<file path="src/rtl/present_masked_player_collect_pkg.sv">
// Shared constants, types and the PRESENT bit permutation index for the
// masked pLayer collector.
package present_masked_player_collect_pkg;

    localparam int unsigned PRESENT_NIBBLES = 16;
    localparam int unsigned PRESENT_STATE_W = 64;

    typedef struct packed {
        logic [PRESENT_STATE_W-1:0] s1;
        logic [PRESENT_STATE_W-1:0] s0;
    } share_pair_t;

    // Destination of state bit i under the PRESENT pLayer.
    function automatic int unsigned player_idx(input int unsigned i);
        return (i == 63) ? 32'd63 : (i * 16) % 63;
    endfunction

endpackage

</file>
<file path="src/rtl/present_masked_player_collect_if.sv">
// Issue/capture/output handshake bundle between sbox side, collector and the next round stage.
interface present_masked_player_collect_if;

    logic        issue_valid;
    logic        issue_ready;
    logic [3:0]  y_s0;
    logic [3:0]  y_s1;
    logic        out_valid;
    logic        out_ready;
    logic [63:0] state_s0;
    logic [63:0] state_s1;

    modport master (
        output issue_valid, y_s0, y_s1, out_ready,
        input  issue_ready, out_valid, state_s0, state_s1
    );

    modport slave (
        input  issue_valid, y_s0, y_s1, out_ready,
        output issue_ready, out_valid, state_s0, state_s1
    );

endinterface

</file>
<file path="src/rtl/present_masked_player_collect_player.sv">
// PRESENT pLayer as pure wiring; one instance per share so the shares never meet.
module present_player
    import present_masked_player_collect_pkg::*;
(
    input  logic [PRESENT_STATE_W-1:0] data_i,
    output logic [PRESENT_STATE_W-1:0] data_o
);

    for (genvar i = 0; i < PRESENT_STATE_W; i++) begin : g_bit
        assign data_o[player_idx(i)] = data_i[i];
    end

endmodule

</file>
<file path="src/rtl/present_masked_player_collect.sv">
// Collects 16 masked sbox output nibbles per round into two share registers,
// applies pLayer per share and presents the pair over a valid/ready handshake.
module present_masked_player_collect
    import present_masked_player_collect_pkg::*;
#(
    parameter int unsigned SBOX_LAT = 3,
    parameter int unsigned NIBBLES  = PRESENT_NIBBLES
) (
    input logic                             clk,
    input logic                             ap_rst,
    present_masked_player_collect_if.slave  bus
);

    localparam int unsigned CntW  = $clog2(NIBBLES + 1);
    localparam int unsigned SlotW = $clog2(NIBBLES);

    logic [SBOX_LAT-1:0] pipe_q, pipe_d;
    logic [CntW-1:0]     icnt_q, icnt_d;
    logic [CntW-1:0]     ccnt_q, ccnt_d;
    share_pair_t         col_q, col_d;
    share_pair_t         state_q, state_d;
    logic                out_valid_q, out_valid_d;

    logic                issue_fire;
    logic                cap;
    logic                full;
    logic                xfer;
    logic [SlotW+1:0]    bit_base;
    logic [PRESENT_STATE_W-1:0] perm_s0;
    logic [PRESENT_STATE_W-1:0] perm_s1;

    // icnt counts in-flight plus captured nibbles, so the pipe can never overrun the collector.
    assign bus.issue_ready = (icnt_q < CntW'(NIBBLES));
    assign issue_fire      = bus.issue_valid & bus.issue_ready;
    assign cap             = pipe_q[SBOX_LAT-1];
    assign full            = (ccnt_q == CntW'(NIBBLES));
    assign xfer            = full & (~out_valid_q | bus.out_ready);
    assign bit_base        = {ccnt_q[SlotW-1:0], 2'b00};

    present_player u_player_s0 (
        .data_i (col_q.s0),
        .data_o (perm_s0)
    );

    present_player u_player_s1 (
        .data_i (col_q.s1),
        .data_o (perm_s1)
    );

    always_comb begin
        pipe_d = (pipe_q << 1) | SBOX_LAT'(issue_fire);

        icnt_d = icnt_q;
        if (xfer) begin
            icnt_d = '0;
        end else if (issue_fire) begin
            icnt_d = icnt_q + 1'b1;
        end

        ccnt_d = ccnt_q;
        col_d  = col_q;
        if (xfer) begin
            ccnt_d = '0;
        end else if (cap) begin
            ccnt_d = ccnt_q + 1'b1;
            col_d.s0[bit_base +: 4] = bus.y_s0;
            col_d.s1[bit_base +: 4] = bus.y_s1;
        end
    end

    always_comb begin
        state_d     = state_q;
        out_valid_d = out_valid_q;
        if (xfer) begin
            state_d.s0  = perm_s0;
            state_d.s1  = perm_s1;
            out_valid_d = 1'b1;
        end else if (out_valid_q && bus.out_ready) begin
            out_valid_d = 1'b0;
        end
    end

    always_ff @(posedge clk) begin
        if (ap_rst) begin
            pipe_q      <= '0;
            icnt_q      <= '0;
            ccnt_q      <= '0;
            col_q       <= '0;
            state_q     <= '0;
            out_valid_q <= 1'b0;
        end else begin
            pipe_q      <= pipe_d;
            icnt_q      <= icnt_d;
            ccnt_q      <= ccnt_d;
            col_q       <= col_d;
            state_q     <= state_d;
            out_valid_q <= out_valid_d;
        end
    end

    assign bus.out_valid = out_valid_q;
    assign bus.state_s0  = state_q.s0;
    assign bus.state_s1  = state_q.s1;

endmodule

</file>
<file path="src/flat_wrapper.sv">
// flat-port wrapper written by rule: the top's interface ports become plain ports
module present_masked_player_collect_flat import present_masked_player_collect_pkg::*;
#(
    parameter int unsigned SBOX_LAT = 3,
    parameter int unsigned NIBBLES  = PRESENT_NIBBLES
)
  (clk, ap_rst, bus_issue_valid, bus_y_s0, bus_y_s1, bus_out_ready, bus_issue_ready, bus_out_valid, bus_state_s0, bus_state_s1);
  present_masked_player_collect_if bus_i ();
  input logic clk;
  input logic ap_rst;
  input wire logic [$bits(bus_i.issue_valid)-1:0] bus_issue_valid;
  input wire logic [$bits(bus_i.y_s0)-1:0] bus_y_s0;
  input wire logic [$bits(bus_i.y_s1)-1:0] bus_y_s1;
  input wire logic [$bits(bus_i.out_ready)-1:0] bus_out_ready;
  output wire logic [$bits(bus_i.issue_ready)-1:0] bus_issue_ready;
  output wire logic [$bits(bus_i.out_valid)-1:0] bus_out_valid;
  output wire logic [$bits(bus_i.state_s0)-1:0] bus_state_s0;
  output wire logic [$bits(bus_i.state_s1)-1:0] bus_state_s1;
  assign bus_i.issue_valid = bus_issue_valid;
  assign bus_i.y_s0 = bus_y_s0;
  assign bus_i.y_s1 = bus_y_s1;
  assign bus_i.out_ready = bus_out_ready;
  assign bus_issue_ready = bus_i.issue_ready;
  assign bus_out_valid = bus_i.out_valid;
  assign bus_state_s0 = bus_i.state_s0;
  assign bus_state_s1 = bus_i.state_s1;
  present_masked_player_collect #(.SBOX_LAT(SBOX_LAT), .NIBBLES(NIBBLES)) u_core (.clk(clk), .ap_rst(ap_rst), .bus(bus_i));
endmodule
</file>
<file path="config.mk">
export PLATFORM = sky130hd
export DESIGN_NAME = present_masked_player_collect_flat
export DESIGN_NICKNAME = d
export VERILOG_FILES = /design/src/rtl/present_masked_player_collect_pkg.sv /design/src/rtl/present_masked_player_collect_if.sv /design/src/rtl/present_masked_player_collect_player.sv /design/src/rtl/present_masked_player_collect.sv /design/src/flat_wrapper.sv
export SDC_FILE = /design/constraint.sdc
export NUM_CORES = 1
export LEC_CHECK = 0
export ABC_CLOCK_PERIOD_IN_PS = 3000
export CAP_MARGIN = 20
export CORE_MARGIN = 4
export CORE_UTILIZATION = 31
export CTS_CLUSTER_SIZE = 24
export DETAILED_ROUTE_END_ITERATION = 10
export GPL_ROUTABILITY_DRIVEN = 0
export MAX_ROUTING_LAYER = met4
export SYNTH_ARGS = -nofsm -noshare
export SYNTH_HDL_FRONTEND = slang
export SYNTH_HIERARCHICAL = 1
export SYNTH_SLANG_ARGS = --single-unit
</file>
<file path="constraint.sdc">
create_clock -name clk -period 3 [get_ports clk]
set_input_delay 0.6 -clock clk [delete_from_list [all_inputs] [get_ports clk]]
set_output_delay 0.6 -clock clk [all_outputs]
set_load 0.02 [all_outputs]
</file>
==> results.json <==
{
  "drive_gt1_share_pct": 8.63,
  "yosysSeqAreaShare_pct": 47.5,
  "vias_per_cell": 4.55,
  "syn-cell-area_mm2": 0.0114,
  "crit_arrival_ps": 3070,
  "synth.most_common_cell": "nand2_1",
  "cts_made_buffers": 29,
  "crit_type": "reg2reg",
  "max_stage_delay_ps": 570,
  "ctsHoldBuffers": 0,
  "ir_drop_uv": 456,
  "die_h_um": 200,
  "core_area_mm2": 0.0359,
  "async_flop_share_pct": 0,
  "critPathMaxFanout": 13,
  "p_sw_w": 0.00159,
  "p_int_w": 0.00617,
  "post_drt_wl_per_cell_um": 17.2,
  "clk_latency_ps": 530,
  "critPathBufInv": 1,
  "dr_total_vias": 8066,
  "synth_nets": 1304,
  "ant_nets": 0,
  "synth_compound_area_share_pct": 6.94,
  "synth_edf_count": 0,
  "fin_setup_tns_ps": 0,
  "dr_wl_met2_um": 13400,
  "synth_area_per_cell_um2": 8.84,
  "dr.pass1.iters": 5,
  "cts_resized": 0,
  "grt.overflow.total": 0,
  "tightest_slew_ps": 708,
  "top_layer": "met4",
  "synth_fa_ha_area_share_pct": 0.550,
  "end_kind": "register",
  "areaGrowthSynthToFinish_pct": 18.8,
  "fin_crit_ps": 2640,
  "required_ps": 3420,
  "setup_violations": 0,
  "met3_length_um": 1810,
  "grt_pass1_wl_um": 46100,
  "critPathTopFamily": "simple AND/OR/NAND/NOR gates",
  "outcome": "finished, final reports clean",
  "drc_errors": 0,
  "synth_top_family_by_area": "simple AND/OR/NAND/NOR gates",
  "rsz0062_at_grt": "false",
  "ys_types": 45,
  "yosysTopAreaCell": "dfxtp_1",
  "critPathLaunchType": "register",
  "synth_area_leaders": "dfxtp_1 (47%), nand2_1 (11%), mux2i_1 (11%), buf_4 (8.6%), nand2b_1 (6.5%)",
  "fin_worst_skew_ps": 13.0,
  "clockRootBuffer": "clkbuf_16",
  "clockBufferDepth": 3,
  "dp_hpwl_um": 20100,
  "antenna_found_initial": 0,
  "grt_max_degree": 103,
  "drt_iter0_drc": 562,
  "post_cts_buffers": 0,
  "crit_slowest_cell": "dfxtp_1",
  "synth_warnings": 6,
  "yosysTopAreaCellShare_pct": 47.5,
  "post-route-period-util_pct": 88.1,
  "layout_setup_ws_ps": 356,
  "p_comb_share_pct": 2.4,
  "slew_viol_final": 0,
  "dpl_worst_slack_ps": 384,
  "n_antenna_cell": 0,
  "dieArea_mm2": 0.0399,
  "initial_utilization_pct": 31.7,
  "holdWs_ps": 435,
  "grt_pass1_vias": 7808,
  "htreeDepth": 1,
  "min_path_type": "reg2reg",
  "crit_chain": "inv_1 > ha_1 > nor2b_1 > a32oi_1 > or3b_1 > mux2_2",
  "seqPwrFrac_pct": 46.4,
  "synth_mux_area_share_pct": 11.5,
  "nFillCells": 3599,
  "swShare_pct": 20.5,
  "hold_viol_final": 0,
  "clock_sinks": 270,
  "relSlewSlack_pct": 52.8,
  "ys_ff_latch": 270,
  "nNetsFinal": 1305,
  "route.final.wire_length_um": 30400,
  "p_leak_nw": 4.80,
  "synth_common_cells": "nand2_1 (328), dfxtp_1 (270), a21oi_1 (132), buf_4 (130), mux2i_1 (122)",
  "wl_met1_um": 14500,
  "portBuffers": 141,
  "syn_inst": 1287,
  "std_cell_rows": 69,
  "yosys_most_used_dff": "dfxtp_1",
  "max_freq_mhz": 378,
  "synth_simple_gate_area_share_pct": 21.6,
  "grt_usage_pct": 15.1,
  "io_pins": 142,
  "p_clk_share_pct": 51.2,
  "synth_xor_area_share_pct": 0.692,
  "drv_cap": 0,
  "die_x_um": 200,
  "cts_tree": "built",
  "power_density_mw_per_mm2": 573,
  "cts.clk_slew.worst_paths_ps": 60
}
## stage by stage
step / cells / util [%] / cell area (um^2) / total power [W]
6_report: 1771 / 37.7 / 13500 / 0.00775
5_1_grt: 1771 / 37.7 / 13500 / 0.00802
4_1_cts: 1771 / 37.7 / 13500 / 0.00785
3_5_place_dp: 1718 / 34.6 / 12400 / 0.00386
3_3_place_gp: 1718 / 34.6 / 12400 / 0.00386
2_1_floorplan: 1287 / - / 11400 / 0.00380
## area by class of cell
type	instances	area, um^2	share of cell area (%)
Clock inverter	14	233	1.72
Inverter	3	11.3	0.0833
Timing Repair Buffer	171	1710	12.7
Tap cell	461	577	4.26
Multi-Input combinational cell	813	4730	35.0
Clock buffer	39	853	6.31
Sequential cell	270	5410	40.0
## final timing paths
| path | startpoint | endpoint | slack, ps | cells past startpoint |
|---|---|---|---|---|
| worst max-delay path | u_core/ccnt_q[1] | u_core/col_q[35] | 360 | 6 |
| worst max register to register | u_core/ccnt_q[1] | u_core/col_q[35] | 360 | 6 |
| worst min register to register | u_core/pipe_q[1] | u_core/pipe_q[2] | 430 | 1 |
| worst min-delay path | u_core/pipe_q[1] | u_core/pipe_q[2] | 430 | 1 |
## cell usage in the layout, fill, tap and decap left out, types with 3 or more instances in the layout
cell             netlist  routed
a21oi_1              132     132
buf_12                 0       6
buf_4                130      24
bufinv_16              0       6
clkbuf_16              0      29
clkbuf_8               0       9
clkdlybuf4s50_1        0     140
clkinv_2               0       4
dfxtp_1              270     270
ha_1                   5       5
inv_1                  3       3
mux2_2                 8       8
mux2i_1              122     122
nand2_1              328     328
nand2b_1             119     118
nand4_1                6       6
nor2_1                24      23
nor2b_1               23      23
nor3b_2                1       3
xnor2_1                3       3
xor2_1                 6       6
## registers in the layout, indices dropped and copies added (netlist names)
signal / flops
u_core/bus.state_s1: 64
u_core/bus.out_valid: 1
u_core/bus.state_s0: 64
u_core/pipe_q: 3
u_core/ccnt_q: 5
u_core/col_q: 128
u_core/icnt_q: 5
## layer usage
layer,GRT usage [%],vias up
met5,-,-
met4,3.57,0
met3,3.61,52
met2,22.7,152
met1,20.6,3822
li1,-,4040
## power groups by stage
stage	clock network, W	logic (W)	registers [W]
CTS	0.00407	0.000187	0.00360
global placement	0	0.000185	0.00368
global route	0.00422	0.000202	0.00360
finish	0.00397	0.000186	0.00360
detailed placement	0	0.000187	0.00368
floorplan	0	0.000122	0.00368
## worst reg2reg max path, delay by kind of cell (launching register included)
family | cells | cell delay [ps]
and+or+nand+nor | 2 | 720
AOI/OAI and AO/OA | 1 | 370
muxes | 1 | 390
buffers and inverters | 1 | 120
adders and majority gates | 1 | 370
DFF | 1 | 570
## logic make-up after synthesis
logic type,Yosys count
and+or+nand+nor,523
adders and majority gates,5
xor gates and xnor gates,9
muxes,130
buffers and inverters,204
AOI/OAI and AO/OA,146
DFF,270
(Power assumes the default switching activity.)
